`src/rtl/frac_mult_pkg.sv`:
```
// Shared types and saturation constants for the signed fraction multiplier.
// Used by fraction_multiplier_n (optional rounding output under FRAC_MULT_ROUND_EN).
package frac_mult_pkg;

   typedef enum logic [1:0] {
      IDLE = 2'd0,
      ITER = 2'd1,
      CORR = 2'd2,
      DONE = 2'd3
   } state_t;

   // Most positive two's-complement pattern of the given width (011...1).
   function automatic logic [31:0] sat_max_pos(input int unsigned width);
      sat_max_pos = (32'd1 << (width - 32'd1)) - 32'd1;
   endfunction

   // Most negative two's-complement pattern of the given width (100...0).
   function automatic logic [31:0] sat_min_neg(input int unsigned width);
      sat_min_neg = 32'd1 << (width - 32'd1);
   endfunction

endpackage

```
`src/rtl/frac_mult_addsub.sv`:
```
// Guard-bit accumulator update: A +/- sext(M), N+1 bits wide.
module frac_mult_addsub #(
   parameter int N = 4
) (
   input  logic [N:0]   i_a,
   input  logic [N-1:0] i_m,
   input  logic         i_sub,
   output logic [N:0]   o_sum
);

   logic [N:0] w_m_ext;

   assign w_m_ext = {i_m[N-1], i_m};
   assign o_sum   = i_sub ? (i_a - w_m_ext) : (i_a + w_m_ext);

endmodule

```
`src/rtl/fraction_multiplier_n.sv`:
```
// N-bit signed Q1.(N-1) shift-and-add multiplier with -1 x -1 saturation.
// Define FRAC_MULT_ROUND_EN to add the rounded N-bit output Product_r.
module fraction_multiplier_n
   import frac_mult_pkg::*;
#(
   parameter int N = 4
) (
   input  logic           CLK,
   input  logic           RST_n,
   input  logic           St,
   input  logic [N-1:0]   Mplier,
   input  logic [N-1:0]   Mcand,
   output logic [2*N-2:0] Product,
   output logic           Done,
   output logic           Busy,
   output logic           Ovf,
`ifdef FRAC_MULT_ROUND_EN
   output logic [N-1:0]   Product_r,
`endif
   output logic [1:0]     Dbg_state
);

   localparam int KW = $clog2(N);
   localparam logic [KW-1:0] LP_K_LAST = KW'(N - 2);
   localparam logic [31:0] LP_NMIN = sat_min_neg(N);
   localparam logic [31:0] LP_PMAX = sat_max_pos(2 * N - 1);

   state_t          r_state;
   logic [N:0]      r_a;
   logic [N-1:0]    r_b;
   logic [N-1:0]    r_m;
   logic [KW-1:0]   r_k;
   logic            r_both_min;

   logic [N:0]      w_sum;
   logic [N:0]      w_a_upd;
   logic [2*N-2:0]  w_prod_next;

   frac_mult_addsub #(.N(N)) u_addsub (
      .i_a   (r_a),
      .i_m   (r_m),
      .i_sub (r_state == CORR),
      .o_sum (w_sum)
   );

   assign w_a_upd     = r_b[0] ? w_sum : r_a;
   assign w_prod_next = r_both_min ? LP_PMAX[2*N-2:0] : {r_a[N-2:0], r_b};
   assign Dbg_state   = r_state;

`ifdef FRAC_MULT_ROUND_EN
   localparam int LP_HALF = 1 << (N - 2);
   localparam logic [31:0] LP_RMAX = sat_max_pos(N);

   logic signed [2*N-1:0] w_rsum;
   logic [N:0]            w_rq;
   logic [N-1:0]          w_rnd;

   // Taking bits [2N-1:N-1] of the widened sum is the arithmetic shift by N-1.
   assign w_rsum = $signed({w_prod_next[2*N-2], w_prod_next}) + $signed(LP_HALF[2*N-1:0]);
   assign w_rq   = w_rsum[2*N-1:N-1];
   assign w_rnd  = (w_rq[N] == w_rq[N-1]) ? w_rq[N-1:0] :
                   (w_rq[N] ? LP_NMIN[N-1:0] : LP_RMAX[N-1:0]);
`endif

   always_ff @(posedge CLK or negedge RST_n) begin
      if (!RST_n) begin
         r_state    <= IDLE;
         r_a        <= '0;
         r_b        <= '0;
         r_m        <= '0;
         r_k        <= '0;
         r_both_min <= 1'b0;
         Product    <= '0;
         Done       <= 1'b0;
         Busy       <= 1'b0;
         Ovf        <= 1'b0;
`ifdef FRAC_MULT_ROUND_EN
         Product_r  <= '0;
`endif
      end else begin
         Done <= 1'b0;
         Busy <= (r_state != IDLE);
         case (r_state)
            IDLE: begin
               if (St) begin
                  r_a        <= '0;
                  r_b        <= Mplier;
                  r_m        <= Mcand;
                  r_k        <= '0;
                  r_both_min <= (Mplier == LP_NMIN[N-1:0]) && (Mcand == LP_NMIN[N-1:0]);
                  r_state    <= ITER;
               end
            end
            ITER: begin
               r_a <= {w_a_upd[N], w_a_upd[N:1]};
               r_b <= {w_a_upd[0], r_b[N-1:1]};
               r_k <= r_k + 1'b1;
               if (r_k == LP_K_LAST) r_state <= CORR;
            end
            CORR: begin
               // r_b[0] now holds the multiplier sign bit: subtract instead of add.
               r_a     <= {w_a_upd[N], w_a_upd[N:1]};
               r_b     <= {w_a_upd[0], r_b[N-1:1]};
               r_state <= DONE;
            end
            DONE: begin
               Product   <= w_prod_next;
               Ovf       <= r_both_min;
               Done      <= 1'b1;
`ifdef FRAC_MULT_ROUND_EN
               Product_r <= w_rnd;
`endif
               r_state   <= IDLE;
            end
            default: r_state <= IDLE;
         endcase
      end
   end

endmodule

```
`config.mk`:
```
export PLATFORM = sky130hd
export DESIGN_NAME = fraction_multiplier_n
export DESIGN_NICKNAME = d
export VERILOG_FILES = /design/src/rtl/frac_mult_pkg.sv /design/src/rtl/frac_mult_addsub.sv /design/src/rtl/fraction_multiplier_n.sv
export SDC_FILE = /design/constraint.sdc
export NUM_CORES = 1
export LEC_CHECK = 0
export ABC_CLOCK_PERIOD_IN_PS = 5780
export BUFFER_PORTS_ARGS = -buffer_cell sky130_fd_sc_hd__buf_2
export CAP_MARGIN = 20
export CORE_ASPECT_RATIO = 0.6
export CORE_MARGIN = 1
export CORE_UTILIZATION = 28
export DETAILED_ROUTE_END_ITERATION = 10
export HOLD_SLACK_MARGIN = 0.03
export PLACE_DENSITY = 0.43
export SLEW_MARGIN = 20
export SYNTH_ARGS = -nofsm -noshare
export SYNTH_HDL_FRONTEND = slang
export SYNTH_HIERARCHICAL = 1
export SYNTH_SLANG_ARGS = --single-unit
```
`constraint.sdc`:
```
create_clock -name CLK -period 5.78 [get_ports CLK]
set_input_delay 1.156 -clock CLK [delete_from_list [all_inputs] [get_ports CLK]]
set_output_delay 1.156 -clock CLK [all_outputs]
set_load 0.05 [all_outputs]
```
Word-level counts from Yosys, hierarchy flattened
Index checks and enable logic that the tools add are counted.
{"block": "word_totals", "output_inout_bits": 12, "regBits": 28, "wordCells": 44, "inputBits": 11}
{"block": "op_classes", "muxes": 13, "n_addsub": 3, "eq_ne": 8, "reduce_logical": 10}
{"cell": "$mux 5", "count": 3}
{"cell": "$pmux 5 s2", "count": 1}
{"cell": "$eq 4x4->1 const B", "count": 2}
{"cell": "$pmux 2 s4", "count": 1}
{"cell": "$pmux 4 s2", "count": 1}
{"cell": "$reduce_and 2->1", "count": 4}
{"cell": "$mux 7", "count": 1}
{"cell": "$eq 2x2->1 const B", "count": 3}
{"cell": "$mux 2", "count": 3}
{"cell": "$reduce_bool 2->1", "count": 3}
{"cell": "$add 5x5->5", "count": 1}
{"cell": "$sub 5x5->5", "count": 1}
{"cell": "$mux 4", "count": 1}
{"cell": "$ne 2x2->1 const B", "count": 2}
{"cell": "$pmux 2 s2", "count": 1}
{"cell": "$add 2x1->2 const B", "count": 1}
{"cell": "$eq 2x1->1 const B", "count": 1}
{"cell": "$logic_not 2->1", "count": 1}
{"cell": "$reduce_or 2->1", "count": 1}
{"cell": "$logic_and 1x1->1", "count": 1}
{"cell": "$mux 1", "count": 1}

Depth between registers and ports, before layout
Gate-level depths: netlist (run 1).
{"block": "depth", "ltp_word": 4, "ltp_mapped": 10, "ltp_nobuf": 10}

Cells and area by module
Netlist (run 1), hierarchy kept.
{"mod": "fraction_multiplier_n", "seq_area_each_um2": 675.6, "area_per_inst_um2": 1310.0, "instances": 1, "cells_per_inst": 121}
{"mod": "frac_mult_addsub", "seq_area_each_um2": 0.0, "area_per_inst_um2": 226.5, "instances": 1, "cells_per_inst": 29}

Least setup slack after synthesis (run 1)
Ideal clock, no wire load.
{"block": "synth_path", "path_kind": "register to register", "from": "reg r_state[0] (netlist: Dbg_state[0])", "to": "reg r_a[3]", "path_stages_with_launch": 10, "t_arrival_ps": 2310, "setup_time_ps": 132, "required_ps": 5648, "path_slack_ps": 3339, "path_cell_list": "dfrtp_1 inv_1 ha_1 mux2i_1 fa_1 a21o_1 a21oi_1 xnor2_1 a31oi_1 o21ai_0"}
{"block": "synth_via", "elab_chain_len": 4, "elab_cells_between_ends": 10, "cone_classes": "eq/ne: 3; mux: 3; reduce/logical: 4"}
{"element": "start, declared", "line": "fraction_multiplier_n.sv:28", "rtl": "state_t r_state;"}
{"element": "start signal, assigned", "line": "fraction_multiplier_n.sv:67", "rtl": "r_state <= IDLE;"}
{"element": "start signal, assigned", "line": "fraction_multiplier_n.sv:91", "rtl": "r_state <= ITER;"}
{"element": "start signal, assigned", "line": "fraction_multiplier_n.sv:98", "rtl": "if (r_k == LP_K_LAST) r_state <= CORR;"}
{"element": "$eq 2x2->1", "line": "fraction_multiplier_n.sv:42", "rtl": ".i_sub (r_state == CORR),"}
{"element": "$mux 5", "line": "frac_mult_addsub.sv:14", "rtl": "assign o_sum = i_sub ? (i_a - w_m_ext) : (i_a + w_m_ext);"}
{"element": "net w_sum[4]", "line": "fraction_multiplier_n.sv:35", "rtl": "logic [N:0] w_sum;"}
{"element": "$mux 5", "line": "fraction_multiplier_n.sv:46", "rtl": "assign w_a_upd = r_b[0] ? w_sum : r_a;"}
{"element": "$pmux 5 s2", "line": "fraction_multiplier_n.sv:83", "rtl": "case (r_state)"}
{"element": "end signal, assigned", "line": "fraction_multiplier_n.sv:95", "rtl": "r_a <= {w_a_upd[N], w_a_upd[N:1]};"}
{"element": "end signal, assigned", "line": "fraction_multiplier_n.sv:102", "rtl": "r_a <= {w_a_upd[N], w_a_upd[N:1]};"}
{"element": "end, declared", "line": "fraction_multiplier_n.sv:29", "rtl": "logic [N:0] r_a;"}
The timed path passes the listed nets, and every way through them passes these cells.
A chain may end at the register's enable or synchronous reset.

Worst setup path in the final report (run 1)
{"block": "layout_path", "from": "reg r_state[0] (netlist: Dbg_state[0])", "to": "reg r_a[2]"}
The elaborated chain is that of the path after synthesis.

==> results of run 1 <==
worst max-delay path by stage:
stage / from / endpoint / slack, ps / depth (start not counted)
after floorplan: Dbg_state[0] / r_a[3] / 3340 / 9
after global placement: Dbg_state[0] / r_a[2] / 3510 / 9
after detailed placement: Dbg_state[0] / r_a[2] / 3400 / 9
after CTS: Dbg_state[0] / r_a[2] / 3370 / 9
after global routing: Dbg_state[0] / r_a[2] / 3230 / 9
final: Dbg_state[0] / r_a[2] / 3390 / 9
routing by layer:
layer | vias to the layer above | global-route usage | part of all wire
met1 | 526 | 0.165 | 0.51
met2 | 25 | 0.190 | 0.43
met3 | 4 | 0.0318 | 0.043
met4 | 0 | 0.0455 | 0.015
met5 | - | 0 | 0
li1 | 548 | - | -
synth_stat cells, drive strengths merged, types with 5 or more instances:
master,instances,area [um2]
a21oi,11,55.1
buf,5,50.0
dfrtp,27,676
ha,11,138
inv,12,45.0
mux2,5,56.3
mux2i,9,90.1
nand2,12,45.0
nor2,17,71.3
o21ai,6,33.8
xnor2,5,43.8
worst max-delay path, cell delays in order (launching register included):
cell and delay [ps]:
dfrtp_1 430, inv_1 130, ha_1 290, mux2i_1 390
ha_1 310, a21o_1 160, a21oi_1 170, xnor2_1 130
mux2i_1 90, o31ai_1 200
registers in the layout, indices dropped and copies added (netlist names):
name and cells:
r_a 4, Dbg_state 2, r_k 2, r_b 4, r_both_min 1, Busy 1
Product 7, Done 1, Ovf 1, r_m 4
area by class of cell:
| cell class | instances | area (um2) |
|---|---|---|
| Clock inverter | 1 | 5.00 |
| Clock buffer | 3 | 41.3 |
| Sequential cell | 27 | 676 |
| Fill cell | 522 | 3460 |
| Multi-Input combinational cell | 105 | 762 |
| Tap cell | 66 | 82.6 |
| Timing Repair Buffer | 22 | 110 |
| Inverter | 12 | 45.0 |
logic make-up after synthesis:
group                    synth area share
adder cells (fa/ha/maj)             0.103
AO/OA/AOI/OAI                       0.120
flip-flops                          0.440
XOR/XNOR                           0.0342
AND/OR/NAND/NOR                     0.144
multiplexers                       0.0953
buffers and inverters              0.0643
through the flow:
step,std cells,setup slack [ps],util,hold WS (ps),cell area (um2)
after floorplan,150,3340,-,454,1540
after global placement,232,3510,0.323,469,1680
after detailed placement,232,3400,0.323,488,1680
after CTS,236,3370,0.332,502,1720
after global routing,236,3230,0.332,530,1720
final,236,3390,0.332,493,1720
cell usage in the layout, fill, tap and decap left out, types with 2 or more instances in the layout:
cell type	netlist	routed
dfrtp_1	27	27
buf_2	1	22
nor2_1	16	16
inv_1	12	12
nand2_1	12	12
a21oi_1	11	11
ha_1	11	11
mux2i_1	9	9
o21ai_0	5	5
mux2_2	5	5
xnor2_1	5	5
nand3_1	3	3
nand2b_1	3	3
a221o_1	3	3
o31ai_1	3	3
clkbuf_8	0	3
nor4b_1	2	2
o22ai_1	2	2
nor2b_1	2	2
a21o_1	2	2
==> impl_metrics.csv, run 1 <==
group,metric,value,unit
run_status,status,"finished with violations",
run_status,violations,"DRC",
synth,synth_seq_area_share,0.440,
drt,drt-total-wl,3160,um
floorplanning,core,5180,um2
placement,place_congestion,0.753,
global_route,antenna_found_initial,0,
global_route,grt_pass1_wl,5380,um
synth,synthCells,150,
timing,min_period_over_period,0.413,
drt,vias_per_cell,4.67,
setup_path,r2r_cells,9,
floorplanning,start_util,0.297,
timing,slew_violations,0,
synth,async_reset_ff_frac,1.00,
drt,postRouteAntennaNets,0,
synth,synth_area,1540,um2
floorplanning,die_height,59.4,um
synth,syn-num-nets,173,
cts,clock_path_buffers,2,
synth,synth.avg_cell_area,10.2,um2
cts,postCtsSetupBuffers,0,
cts,clk_pin_slew,100,ps
min_path,worstHoldStart,"r_k[0]",
flow_run,drv_cap,0,
drt,drt-initial-drc-count,53,
setup_path,worstReg2RegEnd,"r_a[2]",
timing,hold_viol_final,0,
setup_path,cp_max_fo,6,
global_route,gr-total-overflow,0,
setup_path,rrSetupSlack,3390,ps
drt,vias,1103,
cts,numCtsBuffers,3,
cts,cts_root_buffer,"clkbuf_8",
timing,fmax,419,MHz
synth,synth_edf_count,0,
global_route,grt_pass1_vias,1101,
timing,worstMarginPinSlew,630,ps
setup_path,worstSetupPathType,"register to register",
timing,fin_crit,2390,ps
layout,drive_gt1_frac,0.206,
setup_path,critPathArrivalTime,2580,ps
global_route,grt_util_all_layers,0.122,
drt,drcViolationCount,2,
drt,route.detailed.wl_per_inst,13.4,um
cts,cts_tree,"built",
placement,hpwl,2390,um
cts,cts_sinks,27,
timing,tns,0,ps
synth,yosys_warnings,6,
setup_path,endpoint_kind,"register",
cts,htreeDepth,1,
synth,synth-seq-cells,27,
floorplanning,rows,20,
floorplanning,dieArea,5800,um2
layout,syn_to_final_growth,12.1,%
cts,clock_latency,280,ps
floorplanning,die_w,97.6,um
timing,setup_viol_count_final,0,
drt,firstDrtPassIters,7,
min_path,hold_path_class,"register to register",
floorplanning,io_pins,23,
min_path,min_path_cells,1,
cts,cts_resized,0,
synth,synth_top_flop_cell,"dfrtp_1",
cts,hold_buffers,0,
global_route,grt_max_degree,28,
min_path,holdPathEnd,"r_k[0]",
layout,layout.nets,194,
setup_path,cp-start-kind,"register",
placement,portBuffers,22,
setup_path,worst_ep_required_time,5970,ps
setup_path,r2r_start,"Dbg_state[0]",
synth,ys_types,32,
timing,max_slew_margin,0.580,
timing,clock_skew,8.77,ps
timing,rsz0062_at_grt,"false",
layout,insertedDiodeCount,0,
Power of run 1 is left out: the tool's default activity adds up to more than one toggle a clock period on the data nets, which glitch-free logic cannot reach.
==> inputs of run 2 (changes only) <==
ABC_CLOCK_PERIOD_IN_PS = 2060   (was 5780)
PLACE_DENSITY = 0.45   (was 0.43)
clock period = 2.06 ns   (was 5.78 ns; I/O delays follow)
==> impl_metrics.csv, run 2 (synthesis results as in run 1) <==
group,metric,value,unit
layout,syn_to_final_growth,19.4,%
placement,hpwl,2490,um
floorplanning,start_util,0.297,
floorplanning,core,5180,um2
setup_path,worst_ep_required_time,2250,ps
setup_path,endpoint_kind,"register",
global_route,grt_max_degree,28,
setup_path,cp-start-kind,"register",
layout,final_cell_mix,"25 x dfrtp_1, 22 x buf_2, 16 x nor2_1",
drt,postRouteAntennaNets,0,
global_route,gr-total-overflow,0,
layout,fillCellCount,516,
drt,drcViolationCount,2,
setup_path,worstPathCellList,"inv_4, ha_4, mux2i_4, ha_1, a21o_1, a21oi_2, xnor2_1, mux2i_1, o31ai_1",
drt,vias,1163,
layout,final_common_cell,"dfrtp_1",
floorplanning,rows,20,
timing,fin_crit,2040,ps
layout,drive_gt1_frac,0.292,
floorplanning,die_height,59.4,um
timing,hold_viol_final,0,
run_status,status,"finished with violations",
cts,clock_path_buffers,2,
floorplanning,die_w,97.6,um
drt,drt-total-wl,3370,um
timing,rsz0062_at_grt,"true",
setup_path,slowest_delay,440,ps
layout,insertedDiodeCount,0,
placement,portBuffers,22,
cts,cts_tree,"built",
global_route,grt_pass1_wl,5660,um
cts,numCtsBuffers,3,
timing,tns,0,ps
cts,cts_sinks,27,
timing,max_slew_margin,0.564,
run_status,violations,"DRC",
drt,drt-initial-drc-count,27,
setup_path,cp_max_fo,3,
setup_path,crit_slowest_cell,"dfrtp_2",
drt,route.detailed.wl_per_inst,13.8,um
min_path,hold_path_class,"primary input to async pin",
setup_path,worstSetupPathType,"register to register",
timing,slew_violations,0,
cts,clock_latency,280,ps
floorplanning,dieArea,5800,um2
cts,htreeDepth,1,
layout,top_register,"Product",
timing,fin_ws,22.2,ps
timing,worstMarginPinSlew,653,ps
setup_path,critPathArrivalTime,2230,ps
global_route,grt_pass1_vias,1143,
placement,place_ws,-15.1,ps
drt,vias_per_cell,4.77,
timing,setup_viol_count_final,0,
cts,cts_root_buffer,"clkbuf_8",
layout,largest_register_ffs,7,
timing,fmax,491,MHz
drt,firstDrtPassIters,7,
timing,min_period_over_period,0.989,
timing,clock_skew,8.09,ps
global_route,grt_util_all_layers,0.126,
placement,place_congestion,0.779,
layout,layout.nets,202,
global_route,antenna_found_initial,0,
cts,clk_pin_slew,100,ps
flow_run,drv_cap,0,
floorplanning,io_pins,23,
[run 2: changes by cell type in the layout (fill, tap and decap cells not counted), moves of 2 or more]
cell / previous run / this run
a21oi_1: 11 / 9
dfrtp_1: 27 / 25
a21oi_2: 0 / 2
ha_4: 0 / 2
dfrtp_2: 0 / 2
buf_4: 0 / 8
ha_1: 11 / 9
[run 2: per-layer routing]
metal	vias up	routed length (um)	global-route usage
li1	572	-	-
met5	-	0	0
met4	0	16	0.0195
met3	3	128	0.0366
met1	572	1710	0.172
met2	16	1510	0.206
[run 2: cell type report]
type,count,area (um2),share of cell area
inverters,12,47.5,0.0259
repair buffers,30,170,0.0928
well taps,66,82.6,0.0450
clock inverters,1,5.00,0.00273
clock buffers,3,41.3,0.0225
multi-input cells,105,810,0.441
flip-flops and latches,27,678,0.370
[run 2: path summary, 6_finish.rpt]
kind / to / slack [ps] / cells after the start / startpoint
max: r_a[2] / 20 / 9 / Dbg_state[0]
min: r_b[3] / 150 / 1 / RST_n
max reg2reg: r_a[2] / 20 / 9 / Dbg_state[0]
min reg2reg: r_k[0] / 490 / 1 / r_k[0]
max in group asynchronous: Dbg_state[0] / 1440 / 1 / RST_n
min in group CLK: r_m[3] / 380 / 2 / Mcand[3]
[run 2: worst max-delay path, delay by kind of cell (launching register included)]
family | cells | cell delay (ps)
xor gates and xnor gates | 1 | 120
muxes | 2 | 360
AOI/OAI and AO/OA | 3 | 550
buffers and inverters | 1 | 70
adders and majority gates | 2 | 420
DFF | 1 | 440
[run 2: what timing repair did]
item,4_1_cts,5_1_grt
gates resized for setup,0,2
setup endpoints to repair,1,2
pin swaps,0,3
buffers inserted,2,1
hold buffers,0,0
[run 2: per-stage QoR]
step / instance area (um2) / instances / utilization / hold slack [ps]
3_5_place_dp: 1750 / 237 / 0.338 / 482
3_3_place_gp: 1750 / 237 / 0.338 / 464
5_1_grt: 1830 / 244 / 0.354 / 177
6_report: 1830 / 244 / 0.354 / 153
2_1_floorplan: 1570 / 150 / - / 116
4_1_cts: 1810 / 243 / 0.350 / 166
Power of run 2 is left out for the same reason.
